==> src/rtl/bit_serial_sequencer.sv <==
// Bit-clock and bit/round counter sequencer for the bit-serial SHA-256 datapath.
// One start-to-done job covers ROUNDS words of W_WORD bits, one bit per bclk period.
module bit_serial_sequencer #(
  parameter int W_WORD = 32,
  parameter int ROUNDS = 64,
  parameter int HALF   = 2
) (
  input  logic                                        clk,
  input  logic                                        rst,
  input  logic                                        start,
  input  logic                                        abort,
  output logic                                        bclk,
  output logic [((W_WORD > 1) ? $clog2(W_WORD) : 1)-1:0] counter,
  output logic [((ROUNDS > 1) ? $clog2(ROUNDS) : 1)-1:0] round,
  output logic                                        word_first,
  output logic                                        word_last,
  output logic                                        busy,
  output logic                                        done
);

  localparam int CW = (W_WORD > 1) ? $clog2(W_WORD) : 1;
  localparam int RW = (ROUNDS > 1) ? $clog2(ROUNDS) : 1;
  localparam int PW = (HALF   > 1) ? $clog2(HALF)   : 1;

  localparam logic [CW-1:0] CNT_MAX = CW'(W_WORD - 1);
  localparam logic [RW-1:0] RND_MAX = RW'(ROUNDS - 1);
  localparam logic [PW-1:0] PH_MAX  = PW'(HALF - 1);

  typedef enum logic [1:0] {IDLE, RUN, DONE} state_t;

  state_t        state_q, state_d;
  logic [PW-1:0] phase_q, phase_d;
  logic [CW-1:0] counter_q, counter_d;
  logic [RW-1:0] round_q, round_d;
  logic          bclk_q, bclk_d;
  logic          word_first_q, word_first_d;
  logic          word_last_q, word_last_d;
  logic          busy_q, busy_d;
  logic          done_q, done_d;

  always_comb begin
    state_d      = state_q;
    phase_d      = phase_q;
    counter_d    = counter_q;
    round_d      = round_q;
    bclk_d       = bclk_q;
    busy_d       = busy_q;
    word_first_d = 1'b0;
    word_last_d  = 1'b0;
    done_d       = 1'b0;
    case (state_q)
      IDLE: begin
        if (start) begin
          state_d = RUN;
          busy_d  = 1'b1;
          phase_d = '0;
          bclk_d  = 1'b0;
        end
      end
      RUN: begin
        if (abort) begin
          // cancel discards any pending bclk edge and leaves no done pulse
          state_d   = IDLE;
          bclk_d    = 1'b0;
          counter_d = '0;
          round_d   = '0;
          phase_d   = '0;
          busy_d    = 1'b0;
        end else if (phase_q == PH_MAX) begin
          phase_d = '0;
          bclk_d  = ~bclk_q;
          if (!bclk_q) begin
            word_first_d = (counter_q == '0);
          end else if (counter_q == CNT_MAX) begin
            // bit index wraps and the word index advances on the same falling edge
            counter_d   = '0;
            word_last_d = 1'b1;
            if (round_q == RND_MAX) begin
              state_d = DONE;
              done_d  = 1'b1;
              busy_d  = 1'b0;
              round_d = '0;
            end else begin
              round_d = round_q + 1'b1;
            end
          end else begin
            counter_d = counter_q + 1'b1;
          end
        end else begin
          phase_d = phase_q + 1'b1;
        end
      end
      DONE:    state_d = IDLE;
      default: state_d = IDLE;
    endcase
  end

  always_ff @(posedge clk or posedge rst) begin
    if (rst) begin
      state_q      <= IDLE;
      phase_q      <= '0;
      counter_q    <= '0;
      round_q      <= '0;
      bclk_q       <= 1'b0;
      word_first_q <= 1'b0;
      word_last_q  <= 1'b0;
      busy_q       <= 1'b0;
      done_q       <= 1'b0;
    end else begin
      state_q      <= state_d;
      phase_q      <= phase_d;
      counter_q    <= counter_d;
      round_q      <= round_d;
      bclk_q       <= bclk_d;
      word_first_q <= word_first_d;
      word_last_q  <= word_last_d;
      busy_q       <= busy_d;
      done_q       <= done_d;
    end
  end

  assign bclk       = bclk_q;
  assign counter    = counter_q;
  assign round      = round_q;
  assign word_first = word_first_q;
  assign word_last  = word_last_q;
  assign busy       = busy_q;
  assign done       = done_q;

endmodule

==> config.mk <==
export PLATFORM = sky130hd
export DESIGN_NAME = bit_serial_sequencer
export DESIGN_NICKNAME = d
export VERILOG_FILES = /design/src/rtl/bit_serial_sequencer.sv
export SDC_FILE = /design/constraint.sdc
export NUM_CORES = 1
export LEC_CHECK = 0
export ABC_CLOCK_PERIOD_IN_PS = 5600
export CELL_PAD_IN_SITES_DETAIL_PLACEMENT = 0
export CELL_PAD_IN_SITES_GLOBAL_PLACEMENT = 1
export CORE_ASPECT_RATIO = 0.9
export CORE_MARGIN = 2
export CORE_UTILIZATION = 42
export DETAILED_ROUTE_END_ITERATION = 7
export PLACE_DENSITY_LB_ADDON = 0.1
export SLEW_MARGIN = 20
export SYNTH_ARGS = -nofsm -noshare
export SYNTH_HDL_FRONTEND = slang
export SYNTH_SLANG_ARGS = --single-unit
==> constraint.sdc <==
create_clock -name clk -period 5.6 [get_ports clk]
set_clock_uncertainty 0.05 [all_clocks]
set_input_delay 0.84 -clock clk [delete_from_list [all_inputs] [get_ports clk]]
set_output_delay 0.84 -clock clk [all_outputs]
set_load 0.05 [all_outputs]
==> metrics.md, run 1 <==
| Metric | Value |
|---|---|
| Slew HR | `between 50% and 60%` |
| CP top delay family | `buffers and inverters` |
| Worst Setup End Kind | `output port` |
| Worst Tran Pin Value | `0.700 ns` |
| Minimum hold slack | `between 0.4 and 0.5 ns` |
| Clock slew at reported path FFs | `0.11 ns` |
| Peak VDD IR | `260 uV` |
| Max FO, Critical Path | `7` |
| Core area | `0.00222 mm2` |
| PostCTS Resize Cnt | `0` |
| Pre-antenna DRT Iters | `4` |
| Die H | `roughly 50 um` |
| CTS max path bufs | `2` |
| Slew Viols, Final | `0` |
| Die area | `0.00280 mm2` |
| Post-Syn Area | `about 0.0010 mm2` |
| # rows | `16` |
| Hold-fix buffers at CTS | `0` |
| Largest net degree at the start of global routing | `20` |
| Tmin final | `2.54 ns` |
| DRC Markers | `0` |
| Initial Util | `between 40% and 50%` |
| Vias post-DR | `between 700 and 800` |
| Final Cycle Share | `between 40% and 50%` |
| Drt wl/cell | `~14 um` |
| Via-to-Cell Ratio | `5.42` |
| Synth Flop Type | `dfrtp_1` |
| TritonCTS clock tree | `yes` |
| Crit-path max cell delay | `about 0.85 ns` |
| Iter 0 DRT Violations | `27` |
| Buf+Inv Stages, Crit Path | `1` |
| Crit Path Class | `flip-flop to output port` |
| Placed Area | `around 0.0012 mm2` |
| Mean Syn Cell Area | `10.8 um2` |
| Worst path cell trace | `clkdlybuf4s50_1` |
| Cells after synthesis | `93` |
| Hold/Removal Path Class | `flip-flop to flip-flop` |
| Input/output buffers | `19` |
| Crit-path slowest cell | `clkdlybuf4s50_1` |
| Top Ports | `20` |
| Number of global-route vias before repair | `around 760` |
| Yosys warns | `0` |
| First-pass GRT wire length | `3440 um` |
| Final setup violation count | `0` |
| Commonest cells after routing, fill and taps aside | `19 x dfrtp_1, 19 x clkdlybuf4s50_1, 9 x nor2_1` |
| Die Width | `around 56 um` |
| Syn Nets | `between 100 and 150` |
| Remaining global-route overflow | `0` |
| Final nets | `124` |
| Area occupied by multi-input gates | `slightly above 500 um2` |
| Status | `finished clean` |
| Worst endpoint required time | `approximately 4.7 ns` |
| Ys async rst share | `100%` |
| Initial antenna violation count | `0` |
| Fin. Hold Viols | `0` |
| Proportion of layout cells with a drive suffix above 1 | `11.3%` |
| Crit path launch type | `flip-flop` |
| Root buffer cell | `clkbuf_4` |
| Power density cells | `306 mW/mm2` |
| CTS buffer count | `3` |
| Max Cap Violations | `0` |
| Area Overhead vs Synth | `24.5%` |
| Gpl congestion | `0.677` |
| LEAKAGE | `0.000543 uW` |
| Sinks on Clock Net | `19` |
| Design Area, Final | `around 0.0013 mm2` |
| Post-CTS Setup Inserts | `0` |
| Final Instance Count excl. Fillers | `about 140` |
| Clk_lat worst skew | `0.30 ns` |
| Antenna Cells | `0` |
| H-Tree Depth | `1` |
| Register area | `roughly 480 um2` |
| Placed cells | `between 100 and 150` |
| GRT Util Overall | `approximately 16%` |
| Final HPWL DP | `between 1000 and 1500 um` |
| ANT nets after route | `0` |
| F_max | `393 MHz` |
| FF+latch count, synth | `19` |
| Data arrival, critical path | `between 1.5 and 2 ns` |
| Synth unique cells | `38` |
| RSZ-0062 raised after global routing | `no` |
| Fillers | `between 200 and 250` |
| Register area share after synthesis | `a little under half` |
| Post-synth EDFFs | `0` |
| Final WL | `1980 um` |
| Fin Setup TNS | `0 ns` |
## synthesized netlist by cell type (2+ instances only)
| library cell | number | share of area (%) |
|---|---|---|
| o21ai_1 | 3 | 1.5 |
| nand2_1 | 4 | 1.5 |
| mux2i_1 | 2 | 2.0 |
| nor2_1 | 9 | 3.4 |
| nand2b_1 | 2 | 1.2 |
| nand3b_1 | 2 | 1.5 |
| a22o_1 | 4 | 3.5 |
| dfrtp_1 | 19 | 47 |
| and3_1 | 3 | 1.9 |
| inv_1 | 3 | 1.1 |
| xnor2_1 | 2 | 1.7 |
| ha_1 | 4 | 5.0 |
| nor2b_1 | 4 | 2.5 |
| a21oi_1 | 3 | 1.5 |
| o21ai_0 | 6 | 3.0 |
## cell families after synthesis
logic type / synth area share (%)
and+or+nand+nor: 24.8
muxes: 3.11
AOI/OAI and AO/OA: 16.4
adders and majority gates: 4.98
buffers and inverters: 1.62
DFF: 47.3
xor gates and xnor gates: 1.74
## layer usage
| layer | vias up | global-route usage [%] | routed length, um |
|---|---|---|---|
| li1 | 384 | - | - |
| met1 | 363 | 21.5 | 983 |
| met2 | 20 | 24.2 | 870 |
| met3 | 2 | 5.41 | 106 |
| met4 | 0 | 3.66 | 15 |
| met5 | - | 0 | 0 |
## registers in the layout (all words and copies together), names as in the netlist
| register | flops |
|---|---|
| bclk | 1 |
| word_first | 1 |
| phase_q | 1 |
| counter | 5 |
| done | 1 |
| busy | 1 |
| state_q | 2 |
| word_last | 1 |
| round | 6 |
## per-stage QoR
stage	total power (uW)	setup slack (ns)	utilization (%)
final	382	3.06	56.3
after global routing	404	3.00	56.3
after CTS	387	3.04	56.3
after detailed placement	315	3.12	55.1
after global placement	314	3.16	55.1
after floorplan	269	3.52	-
## power by group
group,internal [uW],switching [uW]
Clock,26.7,44.0
Sequential,153,20.4
Combinational,50.1,87.8
Total,230,152
## worst paths after layout
kind                            slack, ns  cells past startpoint                    from                      to
max in group asynchronous            4.17                      2                     rst  counter[0]$_DFFE_PP0P_
worst max-delay path                 3.06                      1        bclk$_DFFE_PP0P_                    bclk
worst max register to register       3.63                      7  counter[0]$_DFFE_PP0P_    round[0]$_DFFE_PP0P_
worst min register to register       0.48                      2        busy$_DFFE_PP0P_        busy$_DFFE_PP0P_
min in group asynchronous            0.88                      2                     rst  state_q[0]$_DFFE_PP0P_
worst min-delay path                 0.48                      2        busy$_DFFE_PP0P_        busy$_DFFE_PP0P_
## worst min-delay path, cell delays in order, from the launching register on
cell and delay (ns):
dfrtp_1 0.36, nor2_1 0.05, a21oi_1 0.10
## layout make-up
| cell class | count | area share, % |
|---|---|---|
| Timing Repair Buffer | 19 | 15.2 |
| Sequential cell | 19 | 38.0 |
| Inverter | 3 | 0.900 |
| Multi-Input combinational cell | 70 | 41.0 |
| Clock buffer | 3 | 1.80 |
| Clock inverter | 1 | 0.400 |
| Tap cell | 27 | 2.70 |
(Power assumes the default switching activity.)
==> run 2, diff against run 1 <==
Settings changed: ABC_CLOCK_PERIOD_IN_PS 5600 to 2200, CORE_UTILIZATION 42 to 35.
Clock period 5.6 ns to 2.2 ns, I/O delays scaled along.
==> metrics.md, run 2 (synthesized netlist as in run 1, its figures left out) <==
| Metric | Value |
|---|---|
| Status | `finished clean` |
| Max Cap Violations | `0` |
| Final WL | `2190 um` |
| Commonest cells after routing, fill and taps aside | `19 x dfrtp_1, 19 x clkdlybuf4s50_1, 9 x nor2_1` |
| Proportion of layout cells with a drive suffix above 1 | `between 10% and 20%` |
| Minimum hold slack | `approximately 0.29 ns` |
| Clock slew at reported path FFs | `approximately 0.1 ns` |
| Via-to-Cell Ratio | `4.88` |
| Placed Area | `~0.0013 mm2` |
| Initial Util | `36.6%` |
| Largest net degree at the start of global routing | `20` |
| Crit-path max cell delay | `about 0.85 ns` |
| Root buffer cell | `clkbuf_4` |
| Number of global-route vias before repair | `roughly 760` |
| Worst Setup End Kind | `output port` |
| Hold-fix buffers at CTS | `0` |
| Fin Setup TNS | `0 ns` |
| Max FO, Critical Path | `7` |
| Iter 0 DRT Violations | `29` |
| # rows | `18` |
| GRT Util Overall | `between 10% and 20%` |
| Sinks on Clock Net | `19` |
| CTS buffer count | `3` |
| RSZ-0062 raised after global routing | `no` |
| Worst path cell trace | `clkdlybuf4s50_1` |
| CTS max path bufs | `2` |
| Worst endpoint required time | `1.82 ns` |
| Tmin final | `2.01 ns` |
| ANT nets after route | `0` |
| Power density cells | `760 mW/mm2` |
| Final HPWL DP | `~1600 um` |
| Pre-antenna DRT Iters | `3` |
| PostCTS Resize Cnt | `0` |
| Crit path launch type | `flip-flop` |
| Hold/Removal Path Class | `primary input to asynchronous set/reset pin` |
| Max FFs per register | `6` |
| Input/output buffers | `19` |
| Die area | `between 0.003 and 0.004 mm2` |
| Final Cycle Share | `91.5%` |
| Crit Path Class | `flip-flop to output port` |
| DRC Markers | `0` |
| Core area | `about 0.0027 mm2` |
| Final setup violation count | `0` |
| Slew Viols, Final | `0` |
| Placed cells | `approximately 150` |
| Peak VDD IR | `439 uV` |
| First-pass GRT wire length | `between 3000 and 4000 um` |
| Fillers | `around 280` |
| H-Tree Depth | `1` |
| Top Ports | `20` |
| Die Width | `60.5 um` |
| Buf+Inv Stages, Crit Path | `1` |
| F_max | `between 400 and 500 MHz` |
| Fin. Hold Viols | `0` |
| Slew HR | `between 60% and 70%` |
| Initial antenna violation count | `0` |
| Data arrival, critical path | `between 1.5 and 2 ns` |
| Design Area, Final | `0.00128 mm2` |
| Worst Tran Pin Value | `~0.50 ns` |
| Vias post-DR | `around 770` |
| Clk_lat worst skew | `0.30 ns` |
| Final Instance Count excl. Fillers | `157` |
| Gpl congestion | `0.769` |
| Antenna Cells | `0` |
| Remaining global-route overflow | `0` |
| LEAKAGE | `between 0.0005 and 0.0006 uW` |
| Drt wl/cell | `between 10 and 15 um` |
| CP top delay family | `buffers and inverters` |
| Die H | `54.8 um` |
| Crit-path slowest cell | `clkdlybuf4s50_1` |
| Area Overhead vs Synth | `27.5%` |
| Post-CTS Setup Inserts | `0` |
| TritonCTS clock tree | `yes` |
| Final nets | `126` |
==> run 2: cell types whose count changed in the layout (fill, tap and decap cells not counted), sizes merged <==
cell    change
buf         +2
clkbuf      +1
clkinv      -1
==> run 2: final timing paths <==
check / from / to / slack (ns) / depth (start not counted)
setup reg to reg: counter[0]$_DFFE_PP0P_ / round[0]$_DFFE_PP0P_ / 0.22 / 7
hold reg to reg: busy$_DFFE_PP0P_ / busy$_DFFE_PP0P_ / 0.49 / 2
max in group asynchronous: rst / counter[1]$_DFFE_PP0P_ / 1.60 / 3
setup / recovery: bclk$_DFFE_PP0P_ / bclk / 0.19 / 1
min in group clk: busy$_DFFE_PP0P_ / busy$_DFFE_PP0P_ / 0.49 / 2
hold / removal: rst / state_q[1]$_DFFE_PP0P_ / 0.29 / 3
==> run 2: power breakdown <==
part | internal (uW) | switching (uW) | leakage (uW)
Sequential | 390 | 54.1 | 0.000254
Combinational | 129 | 224 | 0.000281
Clock | 70.7 | 106 | 0.0000150
==> run 2: metal layers <==
metal  share of wire (%)  vias up  global-route usage (%)
met1                  52      367                    21.2
met2                  44       13                    23.6
li1                    -      384                       -
met5                   0        -                       0
met3                 3.9        2                    4.26
met4                0.27        0                    2.17
==> run 2: through the flow <==
stage / util [%] / power, uW / setup WS (ns)
after CTS: 46.6 / 993 / 0.155
after global placement: 45.7 / 807 / 0.210
after detailed placement: 45.7 / 805 / 0.221
after global routing: 46.6 / 1040 / 0.103
final: 46.6 / 974 / 0.187
after floorplan: - / 684 / 0.116
==> run 2: layout make-up <==
cell class	count	area [um2]	share of cell area, %
timing repair buffer	21	205	16.0
clock buffer	4	26.3	2.05
inverter	3	11.3	0.879
sequential	19	475	37.1
multi-input combinational	70	513	40.0
tap	40	50.0	3.91
==> run 2: worst min-delay path, stage by stage <==
cell and delay, ns:
clkdlybuf4s50_1 0.39, inv_1 0.05, buf_4 0.26
==> run 3, diff against run 2 <==
Settings changed: ABC_CLOCK_PERIOD_IN_PS 2200 to 2500, CORE_UTILIZATION 35 to 42.
Clock period 2.2 ns to 2.5 ns, I/O delays scaled along.
==> metrics.md, run 3 (synthesized netlist as in run 1, its figures left out) <==
| Metric | Value |
|---|---|
| Status | `finished clean` |
| Power density cells | `687 mW/mm2` |
| Commonest cells after routing, fill and taps aside | `19 x dfrtp_1, 19 x clkdlybuf4s50_1, 9 x nor2_1` |
| DRC Markers | `0` |
| ANT nets after route | `0` |
| Buf+Inv Stages, Crit Path | `1` |
| Gpl congestion | `just under 0.7` |
| Tmin final | `about 2.1 ns` |
| H-Tree Depth | `1` |
| Proportion of layout cells with a drive suffix above 1 | `10.4%` |
| Worst path cell trace | `clkdlybuf4s50_1` |
| Max Cap Violations | `0` |
| Root buffer cell | `clkbuf_4` |
| Hold/Removal Path Class | `primary input to asynchronous set/reset pin` |
| Slew Viols, Final | `0` |
| Largest net degree at the start of global routing | `20` |
| First-pass GRT wire length | `3570 um` |
| CP top delay family | `buffers and inverters` |
| # rows | `16` |
| Final WL | `between 2000 and 2500 um` |
| Worst R2R Path Depth | `7` |
| Top Ports | `20` |
| Core area | `roughly 0.0022 mm2` |
| Input/output buffers | `19` |
| Fillers | `about 200` |
| Die Width | `~56 um` |
| Die H | `~50 um` |
| Initial antenna violation count | `0` |
| Crit Path Class | `flip-flop to output port` |
| Die area | `about 0.0028 mm2` |
| Max FFs per register | `6` |
| Worst endpoint required time | `2.08 ns` |
| Clock slew at reported path FFs | `between 0.1 and 0.15 ns` |
| Crit-path slowest cell | `clkdlybuf4s50_1` |
| Iter 0 DRT Violations | `22` |
| Worst Setup End Kind | `output port` |
| RSZ-0062 raised after global routing | `no` |
| CTS max path bufs | `2` |
| Remaining global-route overflow | `0` |
| LEAKAGE | `roughly 0.00054 uW` |
| Fin. Hold Viols | `0` |
| Start of the worst register-to-register path | `counter[0]$_DFFE_PP0P_` |
| Max FO, Critical Path | `7` |
| PostCTS Resize Cnt | `0` |
| Pre-antenna DRT Iters | `4` |
| Initial Util | `a little under half` |
| CTS buffer count | `3` |
| Final Cycle Share | `83.7%` |
| Antenna Cells | `0` |
| Routed wl met2 | `around 820 um` |
| Wire length on met1 | `1100 um` |
| Post-CTS Setup Inserts | `0` |
| Sinks on Clock Net | `19` |
| Crit-path max cell delay | `between 0.8 and 0.9 ns` |
| Critical path origin | `bclk$_DFFE_PP0P_` |
| Area Overhead vs Synth | `24.4%` |
| Final nets | `between 100 and 150` |
| Fin Setup TNS | `0 ns` |
| F_max | `around 480 MHz` |
| Number of global-route vias before repair | `~750` |
| Final HPWL DP | `about 1400 um` |
| Max layer used | `met4` |
| Layout Utilization | `a little under three fifths` |
| Routed wl met3 | `82 um` |
| Peak VDD IR | `447 uV` |
| Final setup violation count | `0` |
| Data arrival, critical path | `1.67 ns` |
| Minimum hold slack | `about 0.43 ns` |
| TritonCTS clock tree | `yes` |
| Via-to-Cell Ratio | `~5.4` |
| Clk_lat worst skew | `0.31 ns` |
| Crit path depth | `1` |
| Hold-fix buffers at CTS | `0` |
| Vias post-DR | `760` |
| Crit path launch type | `flip-flop` |
| GRT Util Overall | `approximately 17%` |
| Slew HR | `around half` |
| Drt wl/cell | `14.3 um` |
| Worst Tran Pin Value | `around 0.73 ns` |
## run 3: cell count changes in the layout (fill, tap and decap cells not counted), sizes merged
cell  before  now
buf        2    0
## run 3: power breakdown
part           internal (uW)  switching, uW  total (uW)
Combinational            112            195         307
Sequential               343           47.5         391
Clock                   62.3           98.1         160
Total                    518            341         859
## run 3: path summary, 6_finish.rpt
kind	endpoint	slack, ns
setup / recovery	bclk	0.41
hold / removal	bclk$_DFFE_PP0P_	0.43
setup reg to reg	round[0]$_DFFE_PP0P_	0.52
hold reg to reg	state_q[0]$_DFFE_PP0P_	0.49
max in group asynchronous	state_q[0]$_DFFE_PP0P_	1.51
min in group clk	state_q[0]$_DFFE_PP0P_	0.49
## run 3: metal layers
metal  track usage (%)  vias to the layer above
li1                  -                      380
met1              24.9                      355
met2              22.6                       21
met3              3.35                        4
met4              7.32                        0
met5                 0                        -
## run 3: area by class of cell
type	count	area [um2]	share of cell area [%]
sequential	19	475	38.0
inverter	3	11.3	0.901
clock buffer	4	26.3	2.10
tap	27	33.8	2.70
timing repair buffer	19	190	15.2
multi-input combinational	70	513	41.0
## run 3: through the flow
step	worst slack [ns]	std cells	total power (uW)	instance area, um2
finish	0.408	142	859	1250
global route	0.362	142	911	1250
CTS	0.424	142	861	1250
detailed placement	0.485	138	704	1220
global placement	0.524	138	704	1220
floorplan	0.416	93	602	1000
